==> src/rtl/loader_pkg.sv <==
// Shared definitions for the CPU ROM loader: state encoding and default
// strobe/gap timing.
package loader_pkg;

    typedef enum logic [2:0] {
        S_IDLE      = 3'd0,
        S_WAIT_BYTE = 3'd1,
        S_SETUP     = 3'd2,
        S_STROBE    = 3'd3,
        S_GAP       = 3'd4,
        S_FINISH    = 3'd5
    } state_t;

    localparam int DEF_SEND_HOLD = 1;
    localparam int DEF_GAP       = 1;

endpackage

==> src/rtl/rom_loader.sv <==
// Streams bytes into a CPU ROM edit port: one SETUP cycle, a SEND_HOLD-cycle
// write strobe and a GAP-cycle recovery per byte, optionally raising run at the end.
module rom_loader
    import loader_pkg::*;
#(
    parameter int SEND_HOLD = DEF_SEND_HOLD,
    parameter int GAP       = DEF_GAP
) (
    input  logic       clk,
    input  logic       rst,
    input  logic       start,
    input  logic [7:0] base,
    input  logic [7:0] len,
    input  logic       auto_run,
    input  logic       abort,
    input  logic       in_valid,
    input  logic [7:0] in_data,
    output logic       in_ready,
    output logic       edit,
    output logic [7:0] unit,
    output logic [7:0] code,
    output logic       send,
    output logic       run,
    output logic       busy,
    output logic       done,
    output state_t     dbg_state
);

    // Handshake: a byte moves when in_valid and in_ready are both high on a
    // rising edge; in_ready is high only in WAIT_BYTE and never depends on in_valid.

    localparam logic [3:0] HOLD_LOAD = 4'(SEND_HOLD - 1);
    localparam logic [3:0] GAP_LOAD  = 4'(GAP - 1);

    state_t     state, state_nxt;
    logic [7:0] count;
    logic [7:0] len_q;
    logic       auto_q;
    logic [3:0] tmr;
    logic       hs;
    logic       last_byte;
    logic       aborting;

    assign hs        = in_valid && (state == S_WAIT_BYTE);
    assign last_byte = ((count + 8'd1) == len_q);
    assign aborting  = abort && (state != S_IDLE);
    assign dbg_state = state;

    always_ff @(posedge clk or posedge rst) begin
        if (rst) begin
            state <= S_IDLE;
        end else begin
            state <= state_nxt;
        end
    end

    always_comb begin
        state_nxt = state;
        case (state)
            S_IDLE: begin
                if (start) begin
                    state_nxt = (len != 8'd0) ? S_WAIT_BYTE : S_FINISH;
                end
            end
            S_WAIT_BYTE: if (hs) state_nxt = S_SETUP;
            S_SETUP:     state_nxt = S_STROBE;
            S_STROBE:    if (tmr == 4'd0) state_nxt = S_GAP;
            S_GAP: begin
                if (tmr == 4'd0) begin
                    state_nxt = last_byte ? S_FINISH : S_WAIT_BYTE;
                end
            end
            S_FINISH:    state_nxt = S_IDLE;
            default:     state_nxt = S_IDLE;
        endcase
        if (aborting) begin
            state_nxt = S_IDLE;
        end
    end

    always_comb begin
        in_ready = 1'b0;
        edit     = 1'b0;
        send     = 1'b0;
        busy     = (state != S_IDLE);
        done     = 1'b0;
        case (state)
            S_WAIT_BYTE: begin
                in_ready = 1'b1;
                edit     = 1'b1;
            end
            S_SETUP:  edit = 1'b1;
            S_STROBE: begin
                edit = 1'b1;
                send = 1'b1;
            end
            S_GAP:    edit = 1'b1;
            S_FINISH: done = 1'b1;
            default:  ;
        endcase
    end

    // One down-counter times both the strobe and the gap; it is reloaded on
    // each phase entry so it always reads zero on the phase's final cycle.
    always_ff @(posedge clk or posedge rst) begin
        if (rst) begin
            unit   <= 8'd0;
            code   <= 8'd0;
            count  <= 8'd0;
            len_q  <= 8'd0;
            auto_q <= 1'b0;
            run    <= 1'b0;
            tmr    <= 4'd0;
        end else if (aborting) begin
            tmr <= 4'd0;
        end else begin
            case (state)
                S_IDLE: begin
                    if (start) begin
                        unit   <= base;
                        len_q  <= len;
                        auto_q <= auto_run;
                        count  <= 8'd0;
                        run    <= 1'b0;
                    end
                end
                S_WAIT_BYTE: if (hs) code <= in_data;
                S_SETUP:     tmr <= HOLD_LOAD;
                S_STROBE: begin
                    if (tmr == 4'd0) begin
                        tmr <= GAP_LOAD;
                    end else begin
                        tmr <= tmr - 4'd1;
                    end
                end
                S_GAP: begin
                    if (tmr != 4'd0) begin
                        tmr <= tmr - 4'd1;
                    end else begin
                        count <= count + 8'd1;
                        if (!last_byte) begin
                            unit <= unit + 8'd1;
                        end
                    end
                end
                S_FINISH:    run <= auto_q;
                default:     ;
            endcase
        end
    end

endmodule

==> config.mk <==
export PLATFORM = sky130hd
export DESIGN_NAME = rom_loader
export DESIGN_NICKNAME = d
export VERILOG_FILES = /design/src/rtl/loader_pkg.sv /design/src/rtl/rom_loader.sv
export SDC_FILE = /design/constraint.sdc
export NUM_CORES = 1
export LEC_CHECK = 0
export CORE_MARGIN = 8
export CORE_UTILIZATION = 53
export DETAILED_ROUTE_END_ITERATION = 7
export PLACE_DENSITY = 0.84
export SLEW_MARGIN = 20
export SYNTH_ARGS = -nofsm -noshare
export SYNTH_HDL_FRONTEND = slang
export SYNTH_SLANG_ARGS = --single-unit
==> constraint.sdc <==
create_clock -name clk -period 3.57 [get_ports clk]
set_input_delay 0.357 -clock clk [delete_from_list [all_inputs] [get_ports clk]]
set_output_delay 0.357 -clock clk [all_outputs]
set_load 0.01 [all_outputs]
# Word-level counts from Yosys, hierarchy flattened
# Cells that the tools add are included.
[word_totals]
word_cells = 69
out_inout_bits = 25
inputBits = 30
reg_bits = 41
[op_classes]
n_eq_ne = 14
reduce_logical = 18
bitwise_logic = 1
muxes = 25
addsub = 3
[op_table]
columns = ["cell", "count"]
rows = [
  ["$mux W8", 5],
  ["$pmux W8 S2", 2],
  ["$mux W3", 7],
  ["$add A8 B1 Y8 const B", 2],
  ["$ne A3 B3 Y1 const B", 5],
  ["$pmux W3 S5", 1],
  ["$mux W4", 3],
  ["$pmux W4 S3", 1],
  ["$reduce_and A3 Y1", 3],
  ["$eq A8 B8 Y1", 1],
  ["$reduce_and A4 Y1", 2],
  ["$reduce_bool A4 Y1", 2],
  ["$reduce_bool A8 Y1", 1],
  ["$eq A3 B2 Y1 const B", 2],
  ["$eq A3 B3 Y1 const B", 2],
  ["$ne A2 B2 Y1 const B", 3],
  ["$mux W1", 5],
  ["$reduce_and A5 Y1", 1],
  ["$logic_not A4 Y1", 1],
  ["$reduce_bool A2 Y1", 2],
  ["$reduce_or A4 Y1", 1],
  ["$sub A4 B1 Y4 const B", 1],
  ["$eq A3 B1 Y1 const B", 1],
  ["$logic_not A3 Y1", 1],
  ["5 further kinds", 6],
]

# Depth between registers and ports, before layout
# Gate-level depths: netlist (run 1).
[logic_depth]
word_depth = 6
mapped_depth = 9
ltp_nobuf = 8

# Worst setup path before layout (run 1)
# OpenSTA, ideal clock, no wires.
[synth_path]
path_kind = "reg2reg"
startpoint = "reg tmr[0]"
endpoint = "reg count[7]"
arrival_ns = 1.977
path_stages_with_launch = 8
required_ns = 3.460
period_less_slack_ns = 2.088
slack_ns = 1.482
path_buffers = 2
setup_time_ns = 0.110
cell_sequence = "dfrtp_1 -> inv_1 -> ha_1 -> or3b_1 -> clkbuf_1 -> or3_1 -> buf_2 -> o41ai_1"
[synth_between]
elab_chain_len = 3
[synth_rtl]
columns = ["element", "line", "text"]
rows = [
  ["start: declaration", "rom_loader.sv:39", "logic [3:0] tmr;"],
  ["start signal: assignment", "rom_loader.sv:133", "tmr <= tmr - 4'd1;"],
  ["start signal: assignment", "rom_loader.sv:138", "tmr <= tmr - 4'd1;"],
  ["$reduce_bool A4 Y1", "rom_loader.sv:137", "if (tmr != 4'd0) begin"],
  ["$ne A2 B2 Y1 (no line)", "--", ""],
  ["$reduce_and A4 Y1 (no line)", "--", ""],
  ["end signal: assignment", "rom_loader.sv:140", "count <= count + 8'd1;"],
  ["end: declaration", "rom_loader.sv:36", "logic [7:0] count;"],
]
# Every way passes these cells.
# A chain may end at the register's enable or synchronous reset.

# Worst setup path after layout (run 1)
[layout_path]
startpoint = "reg state[2] (netlist: dbg_state[2])"
endpoint = "reg unit[2]"
[layout_between]
elab_chain_len = 4
elab_cells_between_ends = 11
classes_between = "4 x eq/ne; 1 x mux; 1 x bitwise; 5 x reduce/logical"
[layout_rtl]
columns = ["element", "line", "text"]
rows = [
  ["start: declaration", "rom_loader.sv:35", "state_t state, state_nxt;"],
  ["start signal: assignment", "rom_loader.sv:53", "state <= state_nxt;"],
  ["branches (longest 4 deep; another with $reduce_and A5 Y1)", "--", ""],
  ["end signal: assignment", "rom_loader.sv:120", "unit <= base;"],
  ["end signal: assignment", "rom_loader.sv:142", "unit <= unit + 8'd1;"],
  ["end: declaration", "rom_loader.sv:20", "output logic [7:0] unit,"],
]
# Parallel ways; which one is timed is not known.

==> run_results.csv, run 1 <==
group,metric,value,unit
outcome,outcome,"finished, final reports clean",
power_and_ir_drop,ir_drop,0.414,mV
sta,drv_slew,0,
finish,most-common-layout-cells,"clkdlybuf4s50_1, dfrtp_1, o21ai_0",
yosys,synthArstFlopShare,100,%
clock_tree,clock-sinks,41,
grt,use_met3,5.03,%
grt,grt_use_total,18.0,%
floorplan,ios,55,
floorplan,coreArea,4260,um2
finish,area_delta_synth_final,27.7,%
yosys,synth.avg_cell_area,9.61,um2
finish,final_common_cell,"clkdlybuf4s50_1",
power_and_ir_drop,design_power_total,2.32,mW
clock_tree,post_cts_buffers,0,
floorplan,die_w,82.0,um
floorplan,initial_utilization,54.1,%
finish,drive_gt1_share,10.0,%
yosys,yosys.area.top_type,"dfrtp_1",
floorplan,fp.dieArea,6720,um2
critical_path,startpoint_type,"flip-flop",
sta,setup_tns,0,ns
sta,rsz0062_at_grt,"false",
worst_hold_path,min_path_type,"input pin to asynchronous set/reset pin",
floorplan,die_h,82.0,um
yosys,syn_nets,273,
drt,drcViolationCount,0,
placed_design,place.gp.congestion,0.870,
yosys,synth_seq_cells,41,
grt,grt_pass1_wl,9470,um
grt,grt-ovfl-total,0,
sta,worst_pin_slew,0.762,ns
yosys,synth_edf_count,0,
grt,grt_use_met1,23.4,%
floorplan,num_rows,24,
drt,vias,2062,
clock_tree,cts_hold_buf,0,
clock_tree,clk_latency,0.30,ns
drt,drt-total-wl,5670,um
grt,use_met2,27.9,%
yosys,synth_area_leaders,"dfrtp_1, mux2_2, o21ai_0",
yosys,synth_top_area_share,44.5,%
drt,drt_iter0_drc,139,
clock_tree,cts-htree-levels,2,
clock_tree,path_clk_slew,0.08,ns
placed_design,port_buffers,54,
grt,grt_busiest_layer,"met2",
grt,grt_max_degree,42,
sta,finalCriticalPeriod,2.48,ns
power_and_ir_drop,pwr_density_cell,788,nW/um2
sta,setup_viol,0,
clock_tree,cts_root_buffer,"clkbuf_8",
clock_tree,ctsResizeCount,0,
finish,n_antenna_cell,0,
sta,clock_skew,0.00565,ns
yosys,ys_warn_count,0,
yosys,ys_types,49,
drt,antenna_left,0,
critical_path,worstPathArrival,2.64,ns
placed_design,dp_hpwl,4180,um
sta,finalHoldViolCount,0,
critical_path,cp_max_fo,17,
grt,antenna_found_initial,0,
clock_tree,cts_tree,"done",
drt,drt-wirelength-per-cell,16.6,um
sta,slew_headroom,49.0,%
yosys,synthCells,240,
drt,vias_per_cell,6.03,
grt,grt_pass1_vias,1996,
finish,fin_nets,322,
clock_tree,cts_buffer_depth,2,
sta,setup_slack,1.09,ns
yosys,ys.flop_type,"dfrtp_1",
critical_path,crit_type,"flip-flop to flip-flop",
sta,max_freq,403,MHz
sta,period_share,69.5,%
drt,drt_pre_antenna_iters,4,
power_and_ir_drop,power_leakage,1.17,nW
yosys,synth_seq_area_share,44.5,%
critical_path,critPathRequiredTime,3.73,ns
job,max_cap_violations,0,
clock_tree,cts_buffers,5,
placed_design,dpl_worst_slack,1.15,ns
critical_path,end_kind,"flip-flop",
yosys,synth_area,2310,um2
synthesized netlist by cell type (2+ instances only):
cell	number
dfrtp_1	41
o21ai_0	20
nor2_1	19
mux2_2	17
nand2_1	16
nor3_1	12
clkbuf_1	11
xnor2_1	9
a21oi_1	8
a31oi_1	8
nand3_1	8
a2bb2oi_1	5
inv_1	5
and2_1	4
o22ai_1	4
ha_1	3
o41ai_1	3
or3_1	3
xor2_1	3
a22o_1	2
and3_1	2
and4_1	2
nand4_1	2
nor2b_1	2
nor3b_1	2
nor4_1	2
o211ai_1	2
o21a_1	2
o21ai_1	2
o31ai_1	2
worst max-delay path: stages (launching register included):
cell and delay [ns]:
dfrtp_1 0.64, or3b_4 0.54, nor3_2 0.21, o211ai_1 0.13, nor3_1 0.51, nor3_1 0.13, a2bb2oi_1 0.17
power by group:
group / internal [mW] / leakage (nW) / total [mW] / switching (mW)
combinational: 0.625 / 0.620 / 1.16 / 0.538
clock: 0.136 / 0.0450 / 0.296 / 0.161
sequential: 0.644 / 0.509 / 0.861 / 0.217
metal layers:
| metal | vias up | share of wire, % |
|---|---|---|
| met5 | - | 0 |
| met4 | 0 | 0.74 |
| met3 | 6 | 6.7 |
| met2 | 75 | 49 |
| met1 | 998 | 44 |
| li1 | 983 | - |
final cells by class:
type | instances | area, um2
Inverter | 5 | 18.8
Tap cell | 52 | 65.1
Multi-Input combinational cell | 181 | 1200
Fill cell | 359 | 1320
Sequential cell | 41 | 1030
Clock buffer | 6 | 72.6
Clock inverter | 2 | 10.0
Timing Repair Buffer | 55 | 548
through the flow:
stage | instances | hold WS, ns | area (um2) | utilization [%]
2_1_floorplan | 240 | 0.469 | 2310 | -
3_3_place_gp | 334 | 0.487 | 2860 | 67.1
3_5_place_dp | 334 | 0.487 | 2860 | 67.1
4_1_cts | 342 | 0.505 | 2950 | 69.1
5_1_grt | 342 | 0.524 | 2950 | 69.1
6_report | 342 | 0.480 | 2950 | 69.1
sequential cells by signal, indices dropped and copies added (netlist names):
signal and flops:
dbg_state 3, count 8, tmr 4, len_q 8, unit 8, code 8, auto_q 1, run 1
path summary, 6_finish.rpt:
kind,startpoint,cells after the start,endpoint,slack [ns]
min reg2reg,count[7],1,count[7],0.51
max,dbg_state[2],6,unit[2],1.09
min,rst,3,code[3],0.48
min in group clk,count[7],1,count[7],0.51
max reg2reg,dbg_state[2],6,unit[2],1.09
max in group asynchronous,rst,3,count[2],2.74
kinds of logic after synthesis:
logic type      after synthesis  synth area share [%]
flops                        41                  44.5
mux                          18                  8.73
simple gates                 82                  18.9
xor+xnor                     12                  4.56
buf+inv                      18                  3.31
compound gates               66                  18.4
fa+ha+maj                     3                  1.63
No activity file was read; power rests on OpenSTA's default activity.
==> inputs of run 2 (changes only) <==
--- a/config.mk
+++ b/config.mk
@@ -6,9 +6,9 @@
 export NUM_CORES = 1
 export LEC_CHECK = 0
 export CORE_MARGIN = 8
-export CORE_UTILIZATION = 53
+export CORE_UTILIZATION = 45
 export DETAILED_ROUTE_END_ITERATION = 7
-export PLACE_DENSITY = 0.84
+export PLACE_DENSITY = 0.76
 export SLEW_MARGIN = 20
 export SYNTH_ARGS = -nofsm -noshare
 export SYNTH_HDL_FRONTEND = slang
==> constraint.sdc (replaced) <==
create_clock -name clk -period 2.2 [get_ports clk]
set_input_delay 0.22 -clock clk [delete_from_list [all_inputs] [get_ports clk]]
set_output_delay 0.22 -clock clk [all_outputs]
set_load 0.01 [all_outputs]
==> run 2 against run 1 <==
Effect of this change: critical path depth fell by 1; worst setup slack got worse by 0.97 ns; power grew 79%; final area increased by 8.1%; die area is 14% higher; sequential power rose by 51%; via count increased by 1.6%; clock power is 110% higher; clock-buffer cell count did not move; core utilization shrank 5.9 points; global-route usage shrank 1.8 points; hold slack lost 0.12 ns; critical path type is now flip-flop to output pin; largest power group unchanged.
==> run_results.csv, run 2 (synthesized netlist as in run 1, its figures left out) <==
group,metric,value,unit
worst_hold_path,min_path_type,"input pin to asynchronous set/reset pin",
critical_path,critPathRequiredTime,1.98,ns
clock_tree,cts-htree-levels,2,
critical_path,cp_max_fo,13,
finish,register_area,1030,um2
sta,worst_pin_slew,0.520,ns
drt,drcViolationCount,0,
floorplan,die_w,87.6,um
drt,drt_pre_antenna_iters,4,
floorplan,num_rows,26,
drt,drt-total-wl,5950,um
grt,grt_pass1_wl,9940,um
critical_path,r2r-end,"tmr[0]",
floorplan,die_h,87.6,um
drt,vias_per_cell,5.51,
clock_tree,cts_tree,"done",
clock_tree,cts_buffer_depth,2,
placed_design,port_buffers,54,
drt,drt-wirelength-per-cell,15.6,um
placed_design,place_area,3040,um2
clock_tree,clk_latency,0.29,ns
sta,period_share,94.7,%
placed_design,place.gp.congestion,0.862,
finish,drive_gt1_share,17.7,%
critical_path,slowest_delay,0.54,ns
sta,setup_tns,0,ns
clock_tree,cts_buffers,5,
critical_path,cp_top_family,"buffers and inverters",
finish,final_common_cell,"clkdlybuf4s50_1",
grt,grt_use_total,16.1,%
floorplan,fp.dieArea,7670,um2
finish,fin_nets,342,
grt,grt-ovfl-total,0,
sta,max_freq,480,MHz
clock_tree,cts_root_buffer,"clkbuf_8",
floorplan,coreArea,5040,um2
finish,stdcell_area,3180,um2
grt,antenna_found_initial,0,
finish,n_antenna_cell,0,
critical_path,startpoint_type,"flip-flop",
finish,most-common-layout-cells,"clkdlybuf4s50_1, dfrtp_1, buf_4",
job,max_cap_violations,0,
critical_path,worstPathArrival,1.86,ns
critical_path,end_kind,"output pin",
sta,slew_headroom,65.3,%
critical_path,ff2ff_setup_slack,0.12,ns
outcome,outcome,"finished, final reports clean",
power_and_ir_drop,power_leakage,1.29,nW
critical_path,cp_slowest_cell,"clkdlybuf4s50_1",
critical_path,crit_chain,"buf_4, inv_1, nor2_1, and2_1, clkdlybuf4s50_1",
floorplan,initial_utilization,45.8,%
finish,fill_cells,416,
sta,rsz0062_at_grt,"true",
finish,area_delta_synth_final,38.0,%
floorplan,ios,55,
power_and_ir_drop,pwr_density_cell,1310,nW/um2
clock_tree,clock-sinks,41,
critical_path,crit_type,"flip-flop to output pin",
placed_design,dp_hpwl,4470,um
grt,grt_max_degree,42,
critical_path,critical_path_buf_inv_count,3,
sta,clock_skew,0.00699,ns
sta,finalHoldViolCount,0,
clock_tree,path_clk_slew,0.08,ns
critical_path,rr_worst_depth,9,
sta,setup_viol,0,
drt,vias,2095,
power_and_ir_drop,ir_drop,0.722,mV
grt,grt_pass1_vias,2144,
sta,whs,0.357,ns
critical_path,r2r-start,"tmr[0]",
sta,finalCriticalPeriod,2.08,ns
finish,multiInputGateArea,1230,um2
drt,antenna_left,0,
drt,drt_iter0_drc,136,
sta,drv_slew,0,
## run 2: through the flow
step / power [mW] / worst slack [ns] / instances / utilization (%)
2_1_floorplan: 2.52 / 0.112 / 240 / -
4_1_cts: 4.14 / 0.0267 / 380 / 62.6
6_report: 4.16 / 0.117 / 380 / 63.2
3_5_place_dp: 3.49 / 0.0586 / 372 / 60.2
3_3_place_gp: 3.45 / 0.103 / 372 / 60.2
5_1_grt: 4.43 / 0.00353 / 380 / 63.2
## run 2: layer usage
metal | track usage, % | vias to the layer above | part of all wire (%)
met1 | 19.7 | 1000 | 43
met5 | 0 | - | 0
met2 | 27.5 | 65 | 50
li1 | - | 1025 | -
met3 | 3.75 | 5 | 6.0
met4 | 4.84 | 0 | 0.76
## run 2: tightest hold or removal path, cell delays in order
cell and delay, ns:
clkdlybuf4s50_1 0.40, inv_1 0.05, buf_4 0.44
## run 2: report_power, final
part / switching (mW) / total (mW) / internal (mW)
clock: 0.263 / 0.632 / 0.369
combinational: 1.02 / 2.23 / 1.20
sequential: 0.254 / 1.30 / 1.05
## run 2: worst max path at each step
| stage | from | to | slack, ns | cells past startpoint |
|---|---|---|---|---|
| after floorplan | tmr[0] | count[7] | 0.11 | 7 |
| after global placement | tmr[0] | tmr[2] | 0.10 | 8 |
| after detailed placement | tmr[0] | unit[0] | 0.06 | 7 |
| after CTS | count[1] | unit[0] | 0.03 | 7 |
| after global routing | count[1] | unit[0] | 0.004 | 7 |
| final | dbg_state[0] | done | 0.12 | 5 |
## run 2: layout make-up
cell class	instances	share of cell area [%]
flip-flops and latches	41	32.2
inverters	5	0.589
multi-input cells	181	38.7
clock buffers	6	2.59
repair buffers	75	21.9
well taps	70	2.75
clock inverters	2	1.18
## run 2: timing repair
item                       4_1_cts  5_1_grt
gates resized for setup          0        6
hold buffers                     0        0
buffers inserted                 0        0
setup endpoints to repair        0       11
hold endpoints to repair         0        0
==> inputs of run 3 (changes only) <==
--- a/config.mk
+++ b/config.mk
@@ -5,7 +5,7 @@
 export SDC_FILE = /design/constraint.sdc
 export NUM_CORES = 1
 export LEC_CHECK = 0
-export CORE_MARGIN = 8
+export CORE_MARGIN = 4
 export CORE_UTILIZATION = 45
 export DETAILED_ROUTE_END_ITERATION = 7
 export PLACE_DENSITY = 0.76
==> run 3 against run 2 <==
Effect of this change: via count shrank 1.4%; clock skew shrank 0.0017 ns; final area fell by 1.6%; largest power group unchanged.
==> run_results.csv, run 3 (synthesized netlist as in run 1, its figures left out) <==
group,metric,value,unit
outcome,outcome,"finished, final reports clean",
critical_path,slowest_delay,0.55,ns
power_and_ir_drop,netSwitchingFraction,37.6,%
drt,drt-wirelength-per-cell,15.0,um
finish,area_delta_synth_final,35.8,%
drt,drcViolationCount,0,
floorplan,num_rows,25,
clock_tree,cts_buffer_depth,2,
placed_design,dp_hpwl,4080,um
floorplan,die_w,79.6,um
sta,max_freq,477,MHz
power_and_ir_drop,power_leakage,1.26,nW
drt,antenna_left,0,
critical_path,cp_slowest_cell,"clkdlybuf4s50_1",
sta,finalCriticalPeriod,2.10,ns
clock_tree,clk_latency,0.30,ns
grt,antenna_found_initial,0,
drt,drt_iter0_drc,187,
floorplan,initial_utilization,47.6,%
critical_path,cp_top_family,"buffers and inverters",
finish,most-common-layout-cells,"clkdlybuf4s50_1, dfrtp_1, o21ai_0",
job,max_cap_violations,0,
critical_path,startpoint_type,"flip-flop",
finish,drive_gt1_share,17.4,%
finish,final_common_cell,"clkdlybuf4s50_1",
critical_path,cp_max_fo,14,
critical_path,worstPathArrival,1.88,ns
placed_design,place.gp.congestion,0.889,
grt,grt_pass1_wl,9670,um
floorplan,coreArea,4850,um2
power_and_ir_drop,pwr_density_cell,1300,nW/um2
power_and_ir_drop,p_comb_share,52.8,%
power_and_ir_drop,switchingPower,1.53,mW
clock_tree,path_clk_slew,0.09,ns
sta,worst_pin_slew,0.520,ns
sta,finalHoldViolCount,0,
clock_tree,cts_buffers,5,
sta,slew_headroom,65.3,%
grt,grt_use_total,18.9,%
grt,grt-ovfl-total,0,
floorplan,fp.dieArea,6340,um2
floorplan,die_h,79.6,um
critical_path,crit_chain,"buf_4, nor2b_2, and2_1, clkdlybuf4s50_1",
clock_tree,clock-sinks,41,
sta,period_share,95.4,%
critical_path,crit_type,"flip-flop to output pin",
clock_tree,cts-htree-levels,2,
drt,drt_pre_antenna_iters,4,
finish,stdcell_area,3130,um2
clock_tree,cts_root_buffer,"clkbuf_8",
finish,final_cells,372,
power_and_ir_drop,p_seq_share,31.8,%
placed_design,placed_cells,364,
critical_path,critical_path_buf_inv_count,2,
drt,drt-total-wl,5590,um
power_and_ir_drop,p_int,2.54,mW
critical_path,end_kind,"output pin",
power_and_ir_drop,ir_drop,0.767,mV
floorplan,ios,55,
clock_tree,cts_hold_buf,0,
critical_path,critPathRequiredTime,1.98,ns
clock_tree,cts_tree,"done",
power_and_ir_drop,pwr-share-clk,15.5,%
sta,rsz0062_at_grt,"false",
critical_path,r2r-start,"count[1]",
grt,grt_max_degree,42,
finish,fin_nets,337,
drt,vias_per_cell,5.55,
placed_design,port_buffers,54,
worst_hold_path,min_path_type,"input pin to asynchronous set/reset pin",
grt,grt_pass1_vias,2102,
sta,setup_viol,0,
placed_design,place_area,2990,um2
critical_path,crit_path_start,"dbg_state[1]",
sta,drv_slew,0,
finish,n_antenna_cell,0,
drt,vias,2065,
sta,clock_skew,0.00527,ns
-- run 3: worst register-to-register path, cell delays in order, from the launching register on --
cell and delay [ns]:
dfrtp_1 0.39, ha_2 0.25, nand3_1 0.18, nor3b_2 0.23
o211ai_1 0.13, o32a_2 0.51, a21boi_0 0.17, mux2i_1 0.13
-- run 3: worst paths after layout --
check,to,slack (ns),cells after the start
max,send,0.10,4
min,count[7],0.35,3
max reg2reg,unit[0],0.13,7
min reg2reg,code[0],0.51,1
max in group asynchronous,code[7],1.50,3
min in group clk,unit[1],0.48,3
-- run 3: what timing repair did --
action,CTS,global route
setup buffers,0,0
setup endpoints to repair,2,17
gates resized for setup,2,6
endpoints found under the hold margin,0,0
-- run 3: metal layers --
| layer | global-route usage (%) | share of wire, % |
|---|---|---|
| met5 | 0 | 0 |
| met4 | 4.98 | 0.97 |
| met3 | 5.98 | 8.5 |
| met2 | 30.7 | 47 |
| met1 | 24.2 | 43 |
-- run 3: through the flow --
step                      power [mW]  hold WS [ns]  TNS, ns  utilization, %  setup slack (ns)
after floorplan                 2.52         0.370        0               -             0.112
after global placement          3.36         0.486        0            61.8            0.0919
after detailed placement        3.40         0.495  -0.0102            61.8          -0.00919
after CTS                       4.06         0.369        0            64.3           0.00475
after global routing            4.37         0.418        0            64.6           0.00136
final                           4.07         0.350        0            64.6             0.102
-- run 3: final cells by class --
class	count	area [um2]
Timing Repair Buffer	70	661
Clock buffer	5	68.8
Tap cell	67	83.8
Sequential cell	41	1030
Multi-Input combinational cell	181	1230
Fill cell	391	1710
Clock inverter	3	46.3
Inverter	5	18.8
-- run 3: power groups by stage --
stage / clock network (mW) / registers [mW] / logic, mW
after floorplan: 0 / 1.36 / 1.16
after global placement: 0 / 1.29 / 2.06
after detailed placement: 0 / 1.31 / 2.09
after CTS: 0.647 / 1.29 / 2.12
after global routing: 0.670 / 1.35 / 2.35
final: 0.629 / 1.29 / 2.15
